[config.mk]
export PLATFORM = sky130hd
export DESIGN_NAME = mem_arbiter
export DESIGN_NICKNAME = d
export VERILOG_FILES = /design/src/rtl/mem_arb_pkg.sv /design/src/rtl/mem_arb_grant.sv /design/src/rtl/mem_arbiter.sv
export SDC_FILE = /design/constraint.sdc
export NUM_CORES = 1
export LEC_CHECK = 0
export ABC_AREA = 1
export BUFFER_PORTS_ARGS = -buffer_cell sky130_fd_sc_hd__buf_2
export CAP_MARGIN = 15
export CORE_MARGIN = 5
export CORE_UTILIZATION = 34
export CTS_BUF_LIST = sky130_fd_sc_hd__clkbuf_16
export DETAILED_ROUTE_END_ITERATION = 10
export HOLD_SLACK_MARGIN = 0.02
export SETUP_SLACK_MARGIN = 0.4
export SLEW_MARGIN = 20
export SYNTH_ARGS = -nofsm -noshare
export SYNTH_HDL_FRONTEND = slang
export SYNTH_SLANG_ARGS = --single-unit
export TNS_END_PERCENT = 5
[constraint.sdc]
create_clock -name clk -period 9.34 [get_ports clk]
set_input_delay 0 -clock clk [delete_from_list [all_inputs] [get_ports clk]]
set_output_delay 0 -clock clk [all_outputs]
set_load 0.03 [all_outputs]
[src/rtl/mem_arb_pkg.sv]
// Shared types for the unified-memory arbiter: FSM states, port owner encoding
// and funct3-style access width codes.
package mem_arb_pkg;

    typedef enum logic [1:0] {
        IDLE  = 2'd0,
        ISSUE = 2'd1,
        WAIT  = 2'd2,
        RESP  = 2'd3
    } state_e;

    typedef enum logic {
        OWN_IMEM = 1'b0,
        OWN_DMEM = 1'b1
    } owner_e;

    localparam logic [2:0] BYTE   = 3'b000;
    localparam logic [2:0] HALF   = 3'b001;
    localparam logic [2:0] WORD   = 3'b010;
    localparam logic [2:0] BYTE_U = 3'b100;
    localparam logic [2:0] HALF_U = 3'b101;

endpackage

[src/rtl/mem_arb_grant.sv]
// Combinational grant between the fetch and data ports.
// MEM_ARB_RR_EN selects round-robin on ties; otherwise dmem has fixed priority.
module mem_arb_grant
    import mem_arb_pkg::*;
(
    input  logic   imem_valid,
    input  logic   dmem_valid,
`ifdef MEM_ARB_RR_EN
    input  owner_e last_grant,
`endif
    output logic   grant_imem,
    output logic   grant_dmem
);

    always_comb begin
        grant_imem = 1'b0;
        grant_dmem = 1'b0;
`ifdef MEM_ARB_RR_EN
        if (imem_valid && dmem_valid) begin
            // on a tie the port that did not win last time goes first
            if (last_grant == OWN_IMEM) begin
                grant_dmem = 1'b1;
            end else begin
                grant_imem = 1'b1;
            end
        end else begin
            grant_imem = imem_valid;
            grant_dmem = dmem_valid;
        end
`else
        grant_dmem = dmem_valid;
        grant_imem = imem_valid && !dmem_valid;
`endif
    end

endmodule

[src/rtl/mem_arbiter.sv]
// Shares one single-port synchronous memory between the fetch and data ports,
// one access at a time. Optional round-robin arbitration via MEM_ARB_RR_EN.
//
// state | meaning
// IDLE  | arbitrate; winner's req_ready is high, accept latches the request
// ISSUE | mem_en high for one cycle with the latched request on mem_*
// WAIT  | MEM_LAT cycles; last one captures mem_data_out into owner's resp_data
// RESP  | one-cycle resp_valid pulse on the owning port
module mem_arbiter
    import mem_arb_pkg::*;
#(
    parameter int ADDR_W  = 32,
    parameter int DATA_W  = 32,
    parameter int MEM_LAT = 1
) (
    input  logic              clk,
    input  logic              reset,
    input  logic              imem_req_valid,
    input  logic [ADDR_W-1:0] imem_req_addr,
    output logic              imem_req_ready,
    output logic              imem_resp_valid,
    output logic [DATA_W-1:0] imem_resp_data_in,
    input  logic              dmem_req_valid,
    input  logic [ADDR_W-1:0] dmem_req_addr,
    input  logic              dmem_req_write_enable,
    input  logic [DATA_W-1:0] dmem_req_write_data,
    input  logic [2:0]        dmem_req_data_width,
    output logic              dmem_req_ready,
    output logic              dmem_resp_valid,
    output logic [DATA_W-1:0] dmem_resp_data_in,
    output logic              mem_en,
    output logic [ADDR_W-1:0] mem_addr,
    output logic              mem_write_enable,
    output logic [DATA_W-1:0] mem_write_data,
    output logic [2:0]        mem_data_width,
    input  logic [DATA_W-1:0] mem_data_out
);

    localparam int CNT_W = $clog2(MEM_LAT + 1);

    state_e           state;
    state_e           state_next;
    owner_e           owner;
    logic [CNT_W-1:0] wait_cnt;
    logic             wait_done;
    logic             grant_imem;
    logic             grant_dmem;
    logic             accept_imem;
    logic             accept_dmem;
    logic             accept;

`ifdef MEM_ARB_RR_EN
    owner_e           last_grant;
`endif

    mem_arb_grant u_grant (
        .imem_valid (imem_req_valid),
        .dmem_valid (dmem_req_valid),
`ifdef MEM_ARB_RR_EN
        .last_grant (last_grant),
`endif
        .grant_imem (grant_imem),
        .grant_dmem (grant_dmem)
    );

    assign wait_done = (wait_cnt == CNT_W'(1));

    always_ff @(posedge clk or posedge reset) begin
        if (reset) begin
            state <= IDLE;
        end else begin
            state <= state_next;
        end
    end

    always_comb begin
        state_next  = state;
        accept_imem = 1'b0;
        accept_dmem = 1'b0;
        case (state)
            IDLE: begin
                accept_imem = imem_req_valid && grant_imem;
                accept_dmem = dmem_req_valid && grant_dmem;
                if (accept_imem || accept_dmem) begin
                    state_next = ISSUE;
                end
            end
            ISSUE: state_next = WAIT;
            WAIT: begin
                if (wait_done) begin
                    state_next = RESP;
                end
            end
            RESP:    state_next = IDLE;
            default: state_next = IDLE;
        endcase
    end

    assign accept = accept_imem || accept_dmem;

    // Ready is masked during reset only at the port; the flops ignore accept then.
    assign imem_req_ready  = accept_imem && !reset;
    assign dmem_req_ready  = accept_dmem && !reset;
    assign imem_resp_valid = (state == RESP) && (owner == OWN_IMEM);
    assign dmem_resp_valid = (state == RESP) && (owner == OWN_DMEM);

    always_ff @(posedge clk or posedge reset) begin
        if (reset) begin
            owner             <= OWN_IMEM;
            wait_cnt          <= '0;
            mem_en            <= 1'b0;
            mem_addr          <= '0;
            mem_write_enable  <= 1'b0;
            mem_write_data    <= '0;
            mem_data_width    <= '0;
            imem_resp_data_in <= '0;
            dmem_resp_data_in <= '0;
        end else begin
            // mem_* double as the latched request, so mem_en lines up with ISSUE
            mem_en <= accept;
            if (accept) begin
                owner            <= accept_dmem ? OWN_DMEM : OWN_IMEM;
                mem_addr         <= accept_dmem ? dmem_req_addr : imem_req_addr;
                mem_write_enable <= accept_dmem && dmem_req_write_enable;
                mem_write_data   <= accept_dmem ? dmem_req_write_data : '0;
                mem_data_width   <= accept_dmem ? dmem_req_data_width : WORD;
            end
            if (state == ISSUE) begin
                wait_cnt <= CNT_W'(MEM_LAT);
            end else if (state == WAIT) begin
                wait_cnt <= wait_cnt - CNT_W'(1);
            end
            if ((state == WAIT) && wait_done) begin
                if (owner == OWN_IMEM) begin
                    imem_resp_data_in <= mem_data_out;
                end else begin
                    dmem_resp_data_in <= mem_write_enable ? '0 : mem_data_out;
                end
            end
        end
    end

`ifdef MEM_ARB_RR_EN
    always_ff @(posedge clk or posedge reset) begin
        if (reset) begin
            last_grant <= OWN_IMEM;
        end else if (accept) begin
            last_grant <= accept_dmem ? OWN_DMEM : OWN_IMEM;
        end
    end
`endif

endmodule
After elaboration in Yosys (flattened, before gate mapping). Index checks and enable logic that the tools add are counted. W data, S select, Z words.

Bitwise gates (word level): 1. $add $sub $neg: 1. Equality and inequality tests: 5. $lt $le $gt $ge: 0. Reductions and logical operators: 17. Shift-type cells: 0. Mux-type cells: 12. Divide/modulo/power cells: 0. Multipliers: 0.

Operator list (number): $mux W32 (3); $logic_and A1 B1 Y1 (8); $pmux W2 S4 (1); $reduce_and A2 Y1 (3); $mux W1 (5); $eq A2 B2 Y1 const B (2); $mux W2 (2); $ne A2 B2 Y1 const B (2); $mux W3 (1); $eq A2 B1 Y1 const B (1); $logic_not A1 Y1 (2); $logic_not A2 Y1 (1); $logic_or A1 B1 Y1 (2); $reduce_bool A2 Y1 (1); $not A1 Y1 (1); $sub A1 B1 Y1 const B (1).

RAM bits: 0. Logic and storage cells: 46. Input bits: 136. Memories kept: 0. Memory bits (read-only): 0. Register bits: 137. Bits in latches: 0.

Logic depth before layout (Yosys ltp). Gate-level depths: netlist of the first run.

Depth after elaboration: 6. Gate-level depth with buffers: 9. Mapped depth without buffers: 7.

By module. From an unflattened synthesis of the first run, not the netlist that was laid out.

Cells, all modules: 754. Area, all modules: 6179.7 um^2.

Modules (own cells, without submodules): mem_arbiter (cells an instance 751, area an instance 6162.2 um^2, times used 1); mem_arb_grant (cells an instance 3, area an instance 17.5 um^2, times used 1).

Worst setup path before layout of the first run. No wires, ideal clock.

Path kind: reg2out. From: register state[0]. To: output imem_req_ready. Data required time: 9.340 ns. Stages on the path, launching flop included: 7. Arrival time: 1.519 ns. Path slack: 7.821 ns. Cell sequence: dfrtp_1 -> inv_1 -> ha_1 -> buf_4 -> buf_2 -> nand3_1 -> nor2_1.

Word-level cells in the longest chain between the ends: 3.

RTL lines: start: declaration (line mem_arbiter.sv:41) `state_e state;`; start signal: assignment (line mem_arbiter.sv:72) `state <= state_next;`; $logic_not A2 Y1 (line mem_arbiter.sv:80) `case (state)`; $mux W1 (line mem_arbiter.sv:80); $logic_and A1 B1 Y1 (line mem_arbiter.sv:102) `assign imem_req_ready = accept_imem && !reset;`; end: declaration (line mem_arbiter.sv:20) `output logic imem_req_ready,`.

Every way passes these cells.

Worst setup path in the final report of the first run.
From: register state[0]. To: register mem_data_width[1].

Word-level cells in the longest chain between the ends: 3. Elaborated cells on any way between the ends: 5. Classes of those cells: 3 x mux; 2 x reduce/logical.

RTL lines: $logic_not A2 Y1 * (line mem_arbiter.sv:80); $mux W1 (line mem_arbiter.sv:80); $mux W3 or $logic_or A1 B1 Y1 (tied branches) (line mem_arbiter.sv:126, mem_arbiter.sv:99); end signal: assignment (line mem_arbiter.sv:126) `mem_data_width <= accept_dmem ? dmem_req_data_width : WORD;`; end: declaration (line mem_arbiter.sv:35) `output logic [2:0] mem_data_width,`.

Mark *: on every way between the ends. The rest lies on a longest branch, timed or not. A chain may end at the register's enable or synchronous reset.

==> summary.txt, run 1 <==
Run status
  • Run status: completed

Timing
  • Final min period: 3.10 ns
  • Final setup fails: 0
  • Relative slew slack: around a third
  • Setup repair after global routing missed its margin: false
  • Count of pins over their slew limit: 0
  • Final critical-path setup slack: 6.24 ns
  • Post-route clock period utilization: between 30% and 40%
  • Highest achievable clock rate: between 0.3 and 0.4 GHz
  • Slew at the pin with the worst max-slew slack: between 0.9 and 1 ns
  • Number of hold-slack violations in the final timing report: 0
  • Sum of negative setup slack: 0 ns
  • Max Clock Skew: around 0.0066 ns

Clock network
  • TritonCTS clock tree: done
  • Total of cells resized after clock tree synthesis: 0
  • Clock root buffer master: sky130_fd_sc_hd__clkbuf_16
  • Hold Buf Count CTS: 135
  • Total CTS buffers: 17
  • Skew-Pair Late Insertion Delay: a little over 0.4 ns
  • H-tree level count: 4
  • Clock buffer depth: 2
  • Number of buffers inserted by post-CTS setup repair: 0
  • Clock slew at the register clock pins of the worst setup and hold paths: 0.06 ns
  • Clock sinks: about 140

Detailed routing
  • Wire length per cell after detailed routing: between 10 and 15 um
  • Remaining DRCs: 0
  • Final antenna-violating net count: 0
  • Number of DRC markers after the initial detailed-route iteration: 330
  • Total number of vias: between 5k and 6k
  • Mean number of vias per cell: between 4 and 5
  • Overall routed net length: ~19,000 um
  • Detailed Routing Iterations Pass 1: 5

Global route
  • Overall fraction of global-route tracks in use: between 10% and 20%
  • Grt ovf: 0
  • Via count of the first global-routing pass: 6,122
  • Antenna violations before repair: 1
  • Wire length of the first global-routing pass: ~30,000 um
  • Maximum number of pins on one net before global-route repair: slightly above 80

Power
  • Overall Power: 3.31 mW
  • Largest voltage drop on the vdd net: 0.190 mV
  • Leakage: approximately 5.3 nW
  • PD cells: 355 nW/um^2

Layout
  • Fin nets: around 1.2k
  • Syn-to-layout area delta: 59.0%
  • Sequential cell area: 3430 um^2
  • Area of the multi-input gates: 2070 um^2
  • Filler Cell Count: between 1.5k and 2k
  • Fraction of layout cells with a size suffix above 1: between 20% and 30%
  • Fin util: 54.4%
  • Final instance count without filler cells: roughly 1.3k

Setup path
  • Reg2reg setup slack: around 6.2 ns
  • FF-to-FF End: mem_data_width[1]$_DFFE_PP0P_
  • CP arrival: 3.44 ns
  • Reg2reg start: state[0]$_DFFE_PP0P_
  • Crit path max-delay cell type: sky130_fd_sc_hd__inv_2
  • Nature of the critical path endpoint: flip-flop
  • Critical path peak fanout: 36
  • Critical path launch point: state[0]$_DFFE_PP0P_
  • Startpoint kind of the worst setup timing path: flip-flop
  • R2r worst-path depth: 8
  • Cell chain of the critical path: inv_1 > ha_1 > buf_4 > nand2_2 > inv_2 > nand2_1 > nand3_1 > dlygate4sd3_1
  • Crit path largest cell delay: around 0.70 ns
  • Data required time at the worst endpoint: ~9.7 ns
  • Critical path type: flip-flop to flip-flop
  • Critical Path Sink: mem_data_width[1]$_DFFE_PP0P_

Hold path
  • Path type of the worst min-delay path: input port to asynchronous set/reset pin

Logic synthesis
  • Top_reg_cell synth: sky130_fd_sc_hd__dfrtp_1
  • Most instantiated cells after synthesis: 373 x sky130_fd_sc_hd__nand2_1, 137 x sky130_fd_sc_hd__dfrtp_1, 58 x sky130_fd_sc_hd__o21ai_0
  • Gate count after technology mapping: about 710
  • Proportion of register bits with asynchronous set or reset after synthesis: 100%
  • Mapped cell area: 5850 um^2
  • YS warnings: 0
  • Post-Synthesis Mean Instance Area: around 8.3 um^2
  • Count of flip-flops with a built-in enable after synthesis: 0
  • Proportion of netlist area held by the largest area contributor: 58.6%
  • Unique masters post-synth: 18
  • Largest area contributor in the synthesized netlist: sky130_fd_sc_hd__dfrtp_1
  • Proportion of synthesized chip area in sequential cells: between 50% and 60%
  • Flip-flop and latch count after synthesis: ~140
  • Most frequent cell after synthesis: sky130_fd_sc_hd__nand2_1
  • Syn_nets: 850
  • Largest cells by area after synthesis: sky130_fd_sc_hd__dfrtp_1 59%, sky130_fd_sc_hd__nand2_1 24%, sky130_fd_sc_hd__o21ai_0 5.0%

Floorplan
  • Starting utilization of the core area: 34.2%
  • Standard-cell row count: 48
  • Die Area: between 15,000 and 20,000 um^2
  • Area of the core: roughly 17,000 um^2
  • Width of the die: roughly 140 um
  • Die extent in y: roughly 140 um
  • Boundary Pins: around 270

Placed design
  • Input/output buffers: between 200 and 300
  • Weighted congestion reported at the end of routability-driven placement: between 0.8 and 0.9
  • HPWL Detailed: approximately 12,000 um
  • Post-placement worst setup slack: 6.73 ns
  • Number of placed instances with taps included: approximately 1.2k

Job
  • Max cap viols: 0
[registers in the layout, indices dropped and copies added, names as in the netlist]
register,cells
state,2
mem_write_data,32
mem_en,1
wait_cnt,1
mem_write_enable,1
mem_data_width,3
dmem_resp_data_in,32
imem_resp_data_in,32
mem_addr,32
owner,1
[layout make-up]
type	instances	share of cell area, %
Sequential cell	137	36.8
Timing Repair Buffer	410	29.4
Multi-Input combinational cell	490	22.2
Clock buffer	17	4.57
Tap cell	225	3.02
Clock inverter	15	2.22
Inverter	42	1.75
Antenna cell	1	0.0269
[worst min-delay path by stage]
stage	startpoint	end	slack [ns]	cells after the start
after floorplan	reset	dmem_req_ready	0.11	1
after global routing	dmem_req_write_data[17]	mem_write_data[17]$_DFFE_PP0P_	0.34	4
after global placement	dmem_req_write_data[17]	mem_write_data[17]$_DFFE_PP0P_	0.20	3
after CTS	dmem_req_write_data[0]	mem_write_data[0]$_DFFE_PP0P_	0.30	4
final	reset	mem_addr[2]$_DFFE_PP0P_	0.27	3
after detailed placement	dmem_req_write_data[24]	mem_write_data[24]$_DFFE_PP0P_	0.20	3
[report_power, final]
group | internal (mW) | leakage [nW] | switching [mW]
combinational | 0.469 | 3.29 | 1.10
sequential | 0.872 | 1.70 | 0.147
clock | 0.470 | 0.313 | 0.252
total | 1.81 | 5.31 | 1.49
[critical path, delay by kind of cell (launching register included)]
family	cells	cell delay (ns)
buffers and inverters	4	1.74
flip-flops	1	0.42
AND/OR/NAND/NOR	3	0.70
adder cells (fa/ha/maj)	1	0.17
[routing by layer]
| layer | vias up | GRT usage (%) | wire (um) |
|---|---|---|---|
| li1 | 2958 | - | - |
| met1 | 2730 | 23.0 | 7470 |
| met5 | - | 0 | 0 |
| met3 | 55 | 3.97 | 988 |
| met2 | 203 | 31.5 | 9340 |
| met4 | 0 | 9.84 | 744 |
[cell families after synthesis]
family                   after synthesis  synth area share, %
adder cells (fa/ha/maj)                6                 1.28
flip-flops                           137                 58.6
AND/OR/NAND/NOR                      417                 28.0
buffers and inverters                 81                 6.26
AO/OA/AOI/OAI                         67                 5.92
[stage by stage]
stage	cell area (um^2)	hold slack [ns]
6_report	9310	0.274
5_1_grt	9310	0.336
4_1_cts	9300	0.298
3_5_place_dp	7320	0.204
3_3_place_gp	7320	0.199
2_1_floorplan	5850	0.112
[layout by cell type, fill, tap and decap left out]
cell type	netlist	final
sky130_fd_sc_hd__nand2_1	373	373
sky130_fd_sc_hd__buf_2	20	272
sky130_fd_sc_hd__dfrtp_1	137	137
sky130_fd_sc_hd__dlygate4sd3_1	0	135
sky130_fd_sc_hd__o21ai_0	58	58
sky130_fd_sc_hd__inv_1	40	39
sky130_fd_sc_hd__nand3_1	36	36
sky130_fd_sc_hd__clkbuf_16	0	17
sky130_fd_sc_hd__o21ai_1	8	8
sky130_fd_sc_hd__ha_1	6	6
sky130_fd_sc_hd__bufinv_16	0	5
sky130_fd_sc_hd__nor2_1	4	4
sky130_fd_sc_hd__clkinv_2	0	4
sky130_fd_sc_hd__clkinv_1	0	3
sky130_fd_sc_hd__buf_4	2	3
sky130_fd_sc_hd__inv_2	2	2
sky130_fd_sc_hd__inv_6	0	2
sky130_fd_sc_hd__diode_2	0	1
sky130_fd_sc_hd__o21ai_4	1	1
sky130_fd_sc_hd__nand2_2	1	1
sky130_fd_sc_hd__nand3_4	0	1
sky130_fd_sc_hd__nand3b_4	1	1
sky130_fd_sc_hd__or2_2	1	1
sky130_fd_sc_hd__clkinv_4	0	1
sky130_fd_sc_hd__clkinvlp_4	0	1
(Power assumes the default switching activity.)
==> run 2: changes to the inputs <==
==> constraint.sdc (replaced) <==
create_clock -name clk -period 2.6 [get_ports clk]
set_input_delay 0 -clock clk [delete_from_list [all_inputs] [get_ports clk]]
set_output_delay 0 -clock clk [all_outputs]
set_load 0.03 [all_outputs]
==> run 2 against run 1 <==
  * Worst hold slack better by 0.0012 ns
  * Design area is 0.83% higher
  * Utilization is 0.45 points higher
  * Count of clock-buffer cells in the layout stayed put
  * Total power grew to 3.6 times the previous value
  * Wire length is 1.0% higher
  * Clock power grew to 3.7 times the previous value
  * Critical path depth is 2 lower
  * Worst setup slack worse by 5.7 ns
  * Die area stayed put
  * Via count is 0.52% higher
==> summary.txt, run 2 (synthesis gave the netlist of run 1 again) <==
Run status
  • Run status: completed

Hold path
  • Path type of the worst min-delay path: input port to asynchronous set/reset pin

Timing
  • Final setup fails: 0 (unchanged)
  • Worst hold margin: 0.275 ns (+0.00124 ns)
  • Final min period: between 2 and 2.5 ns
  • Setup repair after global routing missed its margin: false
  • Sum of negative setup slack: 0 ns (unchanged)
  • Post-route clock period utilization: around 78%
  • Slew at the pin with the worst max-slew slack: 0.692 ns (-0.298 ns)
  • Max Clock Skew: 0.00899 ns (+0.00235 ns)
  • Relative slew slack: 53.9% (+20 points)
  • Count of pins over their slew limit: 0 (unchanged)
  • Number of hold-slack violations in the final timing report: 0 (unchanged)
  • Highest achievable clock rate: a little under 0.5 GHz

Placed design
  • Weighted congestion reported at the end of routability-driven placement: 0.793 (-3.4%)
  • Input/output buffers: 272 (unchanged)
  • Number of placed instances with taps included: 1,173 (+0.34%)
  • HPWL Detailed: 11,700 um (-1.7%)
  • Total cell area at the placement stage: 7380 um^2 (+0.91%)

Floorplan
  • Boundary Pins: 273 (unchanged)
  • Die extent in y: 141 um (unchanged)
  • Width of the die: 141 um (unchanged)
  • Standard-cell row count: 48 (unchanged)
  • Area of the core: 17,100 um^2 (unchanged)
  • Starting utilization of the core area: 34.2% (unchanged)
  • Die Area: 19,900 um^2 (unchanged)

Power
  • Leakage: 5.33 nW (+0.38%)
  • Largest voltage drop on the vdd net: 0.594 mV (+210%)
  • PD cells: 1260 nW/um^2 (+250%)

Setup path
  • Cell chain of the critical path: inv_1 > ha_4 > buf_6 > nand3_1 > nor2_1 > buf_2
  • Reg2reg setup slack: 0.68 ns (-5.56 ns)
  • Crit path max-delay cell type: sky130_fd_sc_hd__dfrtp_1
  • Startpoint kind of the worst setup timing path: flip-flop
  • Nature of the critical path endpoint: output pin
  • Critical path peak fanout: 25 (-31%)
  • Cell type group with the largest total delay on the critical path: buffers and inverters
  • CP arrival: 2.02 ns (-1.42 ns)
  • Data required time at the worst endpoint: 2.60 ns (-7.08 ns)
  • Critical path buffers and inverters: 3 (-1)
  • Critical path type: flip-flop to output pin
  • Crit path largest cell delay: 0.41 ns (-0.29 ns)

Clock network
  • Clock buffer depth: 2 (unchanged)
  • TritonCTS clock tree: done
  • Clock root buffer master: sky130_fd_sc_hd__clkbuf_16
  • Number of buffers inserted by post-CTS setup repair: 0 (unchanged)
  • Skew-Pair Late Insertion Delay: 0.41 ns (about the same)
  • Clock slew at the register clock pins of the worst setup and hold paths: 0.06 ns (about the same)
  • Clock sinks: 137 (unchanged)
  • H-tree level count: 4 (unchanged)
  • Total CTS buffers: 17 (unchanged)

Layout
  • Syn-to-layout area delta: 60.3%
  • Inserted Diodes: 0 (-1)
  • Fin nets: 1,243 (+0.24%)
  • Fraction of layout cells with a size suffix above 1: 28.6% (+0.55 points)
  • Leading cell type in the layout, fill and taps excluded: sky130_fd_sc_hd__nand2_1
  • Finished layout cell area: 9390 um^2 (+0.83%)
  • Filler Cell Count: 1,567 (-0.064%)
  • Most frequent cells in the layout: 373 x sky130_fd_sc_hd__nand2_1, 272 x sky130_fd_sc_hd__buf_2, 137 x sky130_fd_sc_hd__dfrtp_1
  • Final instance count without filler cells: 1,339 (+0.15%)

Global route
  • Maximum number of pins on one net before global-route repair: 81 (-1.2%)
  • Wire length of the first global-routing pass: 30,100 um (-1.2%)
  • Antenna violations before repair: 0 (-1)
  • Via count of the first global-routing pass: 6,029 (-1.5%)
  • Grt ovf: 0 (unchanged)
  • Overall fraction of global-route tracks in use: 18.8% (-0.068 points)

Detailed routing
  • Number of DRC markers after the initial detailed-route iteration: 243 (-26%)
  • Overall routed net length: 18,700 um (+1.0%)
  • Final antenna-violating net count: 0 (unchanged)
  • Remaining DRCs: 0 (unchanged)
  • Detailed Routing Iterations Pass 1: 7 (+2)
  • Wire length per cell after detailed routing: 14.0 um (+0.89%)
  • Total number of vias: 5,977 (+0.52%)
  • Mean number of vias per cell: 4.46 (+0.37%)

Job
  • Max cap viols: 0 (unchanged)
==> run 2: routing by layer <==
metal,vias up,global-route usage [%],share of wire [%],routed length [um]
li1,2972,-,-,-
met1,2682,22.7,40,7580
met2,246,30.7,48,9040
met3,77,4.07,5.9,1110
met4,0,11.4,5.4,1000
met5,-,0,0,0
==> run 2: worst reg2reg max path, cell delays in order (launching register included) <==
cell and delay, ns:
sky130_fd_sc_hd__dfrtp_1 0.41, sky130_fd_sc_hd__inv_1 0.19, sky130_fd_sc_hd__ha_1 0.29, sky130_fd_sc_hd__nand3b_4 0.51, sky130_fd_sc_hd__o21ai_0 0.42
==> run 2: power by group <==
| part | internal [mW] | total [mW] | switching [mW] |
|---|---|---|---|
| registers | 3.13 | 3.65 | 0.518 |
| clock network | 1.71 | 2.64 | 0.937 |
| logic | 1.60 | 5.54 | 3.93 |
==> run 2: what timing repair did <==
item                                    4_1_cts  5_1_grt
endpoints found under the setup margin        1        2
hold buffers                                134        0
gates cloned                                  0        0
resized for setup                             1        2
hold endpoints to repair                    271        0
==> run 2: cell type report <==
class | instances | area [um^2] | area share (%)
inverters | 42 | 161 | 1.72
flip-flops and latches | 137 | 3430 | 36.5
clock buffers | 17 | 425 | 4.53
repair buffers | 413 | 2800 | 29.8
well taps | 225 | 282 | 3.00
clock inverters | 15 | 221 | 2.36
multi-input cells | 490 | 2070 | 22.1
==> run 2: through the flow <==
stage / utilization (%) / setup WS [ns] / power, mW
after floorplan: - / 0.893 / 7.38
after global placement: 43.1 / 0.712 / 8.98
after detailed placement: 43.1 / 0.631 / 9.04
after CTS: 54.8 / 0.413 / 11.9
after global routing: 54.8 / 0.435 / 12.6
final: 54.8 / 0.581 / 11.8
==> run 2: worst paths after layout <==
| path | from | to | cells past startpoint |
|---|---|---|---|
| max | state[0]$_DFFE_PP0P_ | imem_req_ready | 6 |
| min | reset | mem_addr[30]$_DFFE_PP0P_ | 4 |
| max reg2reg | state[0]$_DFFE_PP0P_ | imem_resp_data_in[26]$_DFFE_PP0P_ | 4 |
| min reg2reg | mem_write_data[7]$_DFFE_PP0P_ | mem_write_data[7]$_DFFE_PP0P_ | 2 |
| max in group asynchronous | reset | dmem_resp_data_in[3]$_DFFE_PP0P_ | 4 |
| min in group clk | dmem_req_valid | mem_addr[16]$_DFFE_PP0P_ | 5 |
